**src/rtl/booth_mul_iter_if.sv**
```systemverilog
// Operand/result handshake bundle for booth_mul_iter: issue-side valid/ready
// with operands, writeback-side valid/ready with the two product halves.
interface booth_mul_iter_if #(
    parameter int XLEN = 64
);
    logic            in_valid;
    logic            in_ready;
    logic            mulw;
    logic [1:0]      mul_signed;
    logic [XLEN-1:0] multiplicand;
    logic [XLEN-1:0] multiplier;
    logic            out_valid;
    logic            out_ready;
    logic [XLEN-1:0] result_hi;
    logic [XLEN-1:0] result_lo;

    modport master (
        output in_valid, mulw, mul_signed, multiplicand, multiplier, out_ready,
        input  in_ready, out_valid, result_hi, result_lo
    );

    modport slave (
        input  in_valid, mulw, mul_signed, multiplicand, multiplier, out_ready,
        output in_ready, out_valid, result_hi, result_lo
    );
endinterface

```
**src/rtl/booth_mul_iter.sv**
```systemverilog
// Iterative radix-4 Booth multiplier, DPC digits per cycle, with W mode and flush.
// Optional macro EARLY_TERM_EN: leave BUSY once the remaining multiplier digits are all zero.
//
// state | meaning
// IDLE  | waiting for operands (in_ready high unless flushing)
// BUSY  | retiring DPC Booth digits per cycle into the accumulator
// DONE  | first cycle registers the result, then holds it until out_ready
module booth_mul_iter #(
    parameter int XLEN = 64,
    parameter int DPC  = 1
) (
    input  logic              clock,
    input  logic              reset,
    input  logic              flush,
    booth_mul_iter_if.slave   bus
);
    localparam int W      = XLEN / 2;
    localparam int AW     = 2 * XLEN + 2;
    localparam int BW     = XLEN + 2;
    localparam int SH     = 2 * DPC;
    localparam int D_FULL = (XLEN + 2) / 2;
    localparam int D_HALF = (W + 2) / 2;
    localparam int C_FULL = (D_FULL + DPC - 1) / DPC;
    localparam int C_HALF = (D_HALF + DPC - 1) / DPC;
    localparam int CW     = $clog2(C_FULL + 1);

    typedef enum logic [1:0] {IDLE, BUSY, DONE} state_t;

    state_t          r_state;
    state_t          w_state_nxt;
    logic [AW-1:0]   r_a;
    logic [AW-1:0]   r_acc;
    logic [BW-1:0]   r_b;
    logic [CW-1:0]   r_cnt;
    logic            r_mulw;
    logic            r_out_valid;
    logic [XLEN-1:0] r_hi;
    logic [XLEN-1:0] r_lo;

    logic [AW-1:0]   w_a_ext;
    logic [BW-1:0]   w_b_ext;
    logic [AW-1:0]   w_sum;
    logic [BW-1:0]   w_b_nxt;
    logic [XLEN-1:0] w_hi;
    logic [XLEN-1:0] w_lo;
    logic            w_accept;
    logic            w_fire;
    logic            w_last;
    logic            w_unused_acc_top;

    assign bus.in_ready  = (r_state == IDLE) & ~flush;
    assign bus.out_valid = r_out_valid;
    assign bus.result_hi = r_hi;
    assign bus.result_lo = r_lo;

    assign w_accept = bus.in_valid & bus.in_ready;
    assign w_fire   = r_out_valid & bus.out_ready;
    assign w_b_nxt  = {{SH{r_b[BW-1]}}, r_b[BW-1:SH]};
    assign w_unused_acc_top = ^r_acc[AW-1:2*XLEN];

`ifdef EARLY_TERM_EN
    // All-0 or all-1 remaining bits (overlap bit included) recode to zero digits only.
    assign w_last = (r_cnt == '0) | (w_b_nxt == '0) | (&w_b_nxt);
`else
    assign w_last = (r_cnt == '0);
`endif

    always_comb begin
        w_a_ext = '0;
        w_b_ext = '0;
        if (bus.mulw) begin
            w_a_ext = {{(AW-W){bus.mul_signed[1] & bus.multiplicand[W-1]}},
                       bus.multiplicand[W-1:0]};
            w_b_ext = {{(BW-W-1){bus.mul_signed[0] & bus.multiplier[W-1]}},
                       bus.multiplier[W-1:0], 1'b0};
        end else begin
            w_a_ext = {{(AW-XLEN){bus.mul_signed[1] & bus.multiplicand[XLEN-1]}},
                       bus.multiplicand};
            w_b_ext = {{(BW-XLEN-1){bus.mul_signed[0] & bus.multiplier[XLEN-1]}},
                       bus.multiplier, 1'b0};
        end
    end

    // r_a is pre-shifted each cycle, so digit j only needs a fixed 2*j offset.
    always_comb begin
        w_sum = r_acc;
        for (int j = 0; j < DPC; j++) begin
            case (r_b[2*j +: 3])
                3'b001, 3'b010: w_sum = w_sum + (r_a << (2*j));
                3'b011:         w_sum = w_sum + (r_a << (2*j + 1));
                3'b100:         w_sum = w_sum - (r_a << (2*j + 1));
                3'b101, 3'b110: w_sum = w_sum - (r_a << (2*j));
                default:        w_sum = w_sum;
            endcase
        end
    end

    always_comb begin
        w_hi = r_acc[2*XLEN-1:XLEN];
        w_lo = r_acc[XLEN-1:0];
        if (r_mulw) begin
            w_hi = {{(XLEN-W){r_acc[2*W-1]}}, r_acc[2*W-1:W]};
            w_lo = {{(XLEN-W){r_acc[W-1]}}, r_acc[W-1:0]};
        end
    end

    always_comb begin
        w_state_nxt = r_state;
        case (r_state)
            IDLE:    if (w_accept) w_state_nxt = BUSY;
            BUSY:    if (w_last)   w_state_nxt = DONE;
            DONE:    if (w_fire)   w_state_nxt = IDLE;
            default: w_state_nxt = IDLE;
        endcase
        if (flush) w_state_nxt = IDLE;
    end

    always_ff @(posedge clock) begin
        if (reset) r_state <= IDLE;
        else       r_state <= w_state_nxt;
    end

    always_ff @(posedge clock) begin
        if (reset) begin
            r_a         <= '0;
            r_b         <= '0;
            r_acc       <= '0;
            r_cnt       <= '0;
            r_mulw      <= 1'b0;
            r_out_valid <= 1'b0;
            r_hi        <= '0;
            r_lo        <= '0;
        end else if (flush) begin
            r_acc       <= '0;
            r_cnt       <= '0;
            r_out_valid <= 1'b0;
            r_hi        <= '0;
            r_lo        <= '0;
        end else begin
            case (r_state)
                IDLE: begin
                    if (w_accept) begin
                        r_a    <= w_a_ext;
                        r_b    <= w_b_ext;
                        r_acc  <= '0;
                        r_mulw <= bus.mulw;
                        r_cnt  <= bus.mulw ? CW'(C_HALF - 1) : CW'(C_FULL - 1);
                    end
                end
                BUSY: begin
                    r_acc <= w_sum;
                    r_a   <= r_a << SH;
                    r_b   <= w_b_nxt;
                    if (r_cnt != '0) r_cnt <= r_cnt - 1'b1;
                end
                DONE: begin
                    if (w_fire) begin
                        r_out_valid <= 1'b0;
                        r_hi        <= '0;
                        r_lo        <= '0;
                    end else if (!r_out_valid) begin
                        r_out_valid <= 1'b1;
                        r_hi        <= w_hi;
                        r_lo        <= w_lo;
                    end
                end
                default: r_out_valid <= 1'b0;
            endcase
        end
    end
endmodule

```
**src/flat_wrapper.sv**
```systemverilog
// flat-port wrapper written by rule: the top's interface ports become plain ports
module booth_mul_iter_flat 
#(
    parameter int XLEN = 64,
    parameter int DPC  = 1
)
  (clock, reset, flush, bus_in_valid, bus_mulw, bus_mul_signed, bus_multiplicand, bus_multiplier, bus_out_ready, bus_in_ready, bus_out_valid, bus_result_hi, bus_result_lo);
  booth_mul_iter_if #(.XLEN(XLEN)) bus_i ();
  input  logic clock;
  input  logic reset;
  input  logic flush;
  input wire logic [$bits(bus_i.in_valid)-1:0] bus_in_valid;
  input wire logic [$bits(bus_i.mulw)-1:0] bus_mulw;
  input wire logic [$bits(bus_i.mul_signed)-1:0] bus_mul_signed;
  input wire logic [$bits(bus_i.multiplicand)-1:0] bus_multiplicand;
  input wire logic [$bits(bus_i.multiplier)-1:0] bus_multiplier;
  input wire logic [$bits(bus_i.out_ready)-1:0] bus_out_ready;
  output wire logic [$bits(bus_i.in_ready)-1:0] bus_in_ready;
  output wire logic [$bits(bus_i.out_valid)-1:0] bus_out_valid;
  output wire logic [$bits(bus_i.result_hi)-1:0] bus_result_hi;
  output wire logic [$bits(bus_i.result_lo)-1:0] bus_result_lo;
  assign bus_i.in_valid = bus_in_valid;
  assign bus_i.mulw = bus_mulw;
  assign bus_i.mul_signed = bus_mul_signed;
  assign bus_i.multiplicand = bus_multiplicand;
  assign bus_i.multiplier = bus_multiplier;
  assign bus_i.out_ready = bus_out_ready;
  assign bus_in_ready = bus_i.in_ready;
  assign bus_out_valid = bus_i.out_valid;
  assign bus_result_hi = bus_i.result_hi;
  assign bus_result_lo = bus_i.result_lo;
  booth_mul_iter #(.XLEN(XLEN), .DPC(DPC)) u_core (.clock(clock), .reset(reset), .flush(flush), .bus(bus_i));
endmodule
```
**config.mk**
```make
export PLATFORM = sky130hd
export DESIGN_NAME = booth_mul_iter_flat
export DESIGN_NICKNAME = d
export VERILOG_FILES = /design/src/rtl/booth_mul_iter_if.sv /design/src/rtl/booth_mul_iter.sv /design/src/flat_wrapper.sv
export SDC_FILE = /design/constraint.sdc
export NUM_CORES = 2
export LEC_CHECK = 0
export CAP_MARGIN = 15
export CORE_MARGIN = 2
export CORE_UTILIZATION = 35
export CTS_BUF_LIST = sky130_fd_sc_hd__clkbuf_4
export DETAILED_ROUTE_END_ITERATION = 12
export PLACE_DENSITY = 0.6
export SLEW_MARGIN = 15
export SYNTH_ARGS = -nofsm -noshare
export SYNTH_HDL_FRONTEND = slang
export SYNTH_SLANG_ARGS = --single-unit
```
**constraint.sdc**
```tcl
create_clock -name clock -period 11.72 [get_ports clock]
set_clock_uncertainty 0.15 [all_clocks]
set_input_delay 2.344 -clock clock [delete_from_list [all_inputs] [get_ports clock]]
set_output_delay 2.344 -clock clock [all_outputs]
set_load 0.05 [all_outputs]
```
==> results.json <==
{
  "io_pins": 266,
  "max_freq_mhz": 121,
  "grt_pass1_vias": 41400,
  "yosys_most_used_dff": "dfxtp_1",
  "cts_buffers": 136,
  "fin_tns_setup_ns": 0,
  "worstPathCellList": "or3_1 > nor4_1 > nor4b_4 > and4b_1 > nand3_1 > nor2_1 > nand2_1 > or3_1 > nor4b_1 > nor2_1 > xnor2_1 > ha_1 > nand2_1 > o21ai_0 > a21oi_1 > nor2_1 > a211oi_1 > o22ai_1 > nor3b_1 > o21ai_0 > xnor2_1 > o221ai_1",
  "ctsResizeCount": 0,
  "synth_area_sq_um": 41000,
  "syn_area_per_cell_sq_um": 6.98,
  "worstPathRequired_ns": 12.55,
  "yosys_register_bits": 460,
  "num_rows": 125,
  "cts_tree": "done",
  "placed_cell_area_sq_um": 44200,
  "root_buffer": "clkbuf_4",
  "fin_nets": 6230,
  "dp_cells": 7222,
  "grt_max_degree": 101,
  "antenna_left": 0,
  "synth_top_area_share": 0.224,
  "synthArstFlopShare": 0,
  "synthTopCellsByCount": "nand2_1 (696), nor2_1 (694), a21oi_1 (661)",
  "cp_slowest_cell": "nor3b_1",
  "yosys_warnings": 0,
  "post_cts_buffers": 0,
  "path_delay_family": "simple AND/OR/NAND/NOR gates",
  "critPathMaxStageDelay_ns": 0.78,
  "clk_pin_slew_worst_paths_ns": 0.06,
  "fin_crit_ns": 8.28,
  "synthCells": 5877,
  "die_x_microns": 346,
  "hold_path_class": "flop to flop",
  "clk_path_buf_depth": 3,
  "setup_viol": 0,
  "outcome": "completed",
  "syn-num-nets": 6271,
  "final_util": 0.395,
  "end_kind": "flop",
  "grt.overflow.total": 0,
  "drt_iter0_markers": 5116,
  "totalWireLength_microns": 198000,
  "vias_per_cell": 6.03,
  "design_area_sq_um": 45900,
  "firstDrtPassIters": 8,
  "tightest_slew_ns": 1.15,
  "p_leak_nw": 18.2,
  "finalPower_mw": 4.65,
  "route.detailed.drc": 0,
  "gp_congestion": 1.06,
  "worst_hold_slack_ns": 0.299,
  "yosysUniqueCellTypes": 81,
  "synth_most_common_cell": "nand2_1",
  "worst-path-buf-inv": 0,
  "htree_levels": 4,
  "worst_slack_ns": 3.44,
  "globalRouteTotalUtil": 0.319,
  "hold_violations": 0,
  "area_growth_pct": 11.9,
  "yosysTopAreaCell": "dfxtp_1",
  "cts_hold_buf": 0,
  "synthTopCellsByArea": "dfxtp_1 (22%), a21oi_1 (8.1%), ha_1 (7.8%), nand2_1 (6.4%), nor2_1 (6.3%)",
  "hpwl_microns": 160000,
  "clock_sinks": 460,
  "synth_edf_count": 0,
  "portBuffers": 265,
  "wl_per_cell_microns": 26.5,
  "core_sq_um": 116000,
  "initial_utilization": 0.353,
  "die_h_microns": 346,
  "seq_area_frac_synth": 0.224,
  "crit_top_cell": "nor2_1",
  "worst_ir_drop_vdd_mv": 0.0880,
  "relSlewSlack": 0.223,
  "worstSetupPathType": "flop to flop",
  "die-area_sq_um": 120000,
  "maxCapViolations": 0,
  "final_min_period_over_clock_period": 0.706,
  "vias": 45000,
  "startpoint_type": "flop",
  "worst-path-max-fanout": 9,
  "powerDensity_nw_per_um2": 101,
  "clock_latency_ns": 1.15,
  "rsz0062_at_grt": "false",
  "final_cell_count_no_fill": 7460,
  "dp_slack_ns": 3.72,
  "drive_gt1_frac": 0.0587,
  "grt_pass1_wl_microns": 285000,
  "grt_antenna_before_repair": 13,
  "slew_viol_final": 0,
  "crit_arrival_ns": 9.10
}
==> power by group <==
| part | total, mW | internal [mW] | switching, mW |
|---|---|---|---|
| combinational | 1.34 | 0.432 | 0.910 |
| clock | 1.59 | 0.796 | 0.793 |
| sequential | 1.72 | 1.62 | 0.0985 |
| total | 4.65 | 2.85 | 1.80 |
==> worst paths after layout <==
check / startpoint / end / slack (ns) / cells past startpoint
hold reg to reg: u_core.bus.result_lo[52] / u_core.bus.result_lo[52] / 0.30 / 2
setup / recovery: u_core.r_a[4] / u_core.r_acc[122] / 3.44 / 22
setup reg to reg: u_core.r_a[4] / u_core.r_acc[122] / 3.44 / 22
hold / removal: u_core.bus.result_lo[52] / u_core.bus.result_lo[52] / 0.30 / 2
==> worst register-to-register path, delay by kind of cell, from the launching register on <==
kind	cells	cell delay, ns
simple gates	13	4.98
compound gates	6	1.51
xor+xnor	2	0.68
flops	1	0.41
fa+ha+maj	1	0.38
==> flip-flops by register name, indices dropped and copies added, names as in the netlist <==
name                  cells
u_core.r_a              128
u_core.r_acc            128
u_core.r_b               66
u_core.bus.result_hi     64
u_core.bus.result_lo     64
u_core.r_cnt              6
u_core.r_state            2
u_core.bus.out_valid      1
u_core.r_mulw             1
==> layout by cell type, fill, tap and decap left out, drive strengths merged, types with 83 or more instances in the layout <==
cell type | synthesis | final
a211oi | 90 | 90
a21o | 158 | 158
a21oi | 662 | 662
a22oi | 123 | 123
clkbuf | 457 | 183
clkdlybuf4s50 | 0 | 263
dfxtp | 460 | 460
ha | 256 | 256
inv | 84 | 87
nand2 | 696 | 696
nand3 | 99 | 99
nand4 | 137 | 137
nor2 | 694 | 694
nor2b | 83 | 83
nor3 | 183 | 183
o21ai | 380 | 380
xnor2 | 280 | 280
xor2 | 198 | 198
==> metal layers <==
| layer | wire length [microns] | share of wire | vias up | track usage |
|---|---|---|---|---|
| li1 | - | - | 21100 | - |
| met1 | 96200 | 0.49 | 21500 | 0.492 |
| met2 | 71200 | 0.36 | 2199 | 0.397 |
| met3 | 26400 | 0.13 | 206 | 0.120 |
| met4 | 4240 | 0.021 | 6 | 0.0817 |
| met5 | 37 | 0.00019 | - | 0 |
==> final cells by class <==
class | instances | area [sq um]
multi-input cells | 4837 | 29700
diodes | 5 | 12.5
repair buffers | 317 | 3040
well taps | 1524 | 1910
fillers | 12500 | 70300
flip-flops and latches | 460 | 9210
clock buffers | 183 | 1370
inverters | 84 | 315
clock inverters | 50 | 319
==> cells by family (layout without fill, tap and decap cells) <==
| logic type | Yosys count | count (layout) | share of synthesized area |
|---|---|---|---|
| DFF | 460 | 460 | 0.224 |
| other | 0 | 5 | 0 |
| xor gates and xnor gates | 478 | 478 | 0.102 |
| buffers and inverters | 580 | 634 | 0.0535 |
| and+or+nand+nor | 2191 | 2191 | 0.247 |
| adders and majority gates | 258 | 258 | 0.0790 |
| muxes | 39 | 39 | 0.0105 |
| AOI/OAI and AO/OA | 1871 | 1871 | 0.283 |
Note: power is estimated with default switching activity, not from simulation.
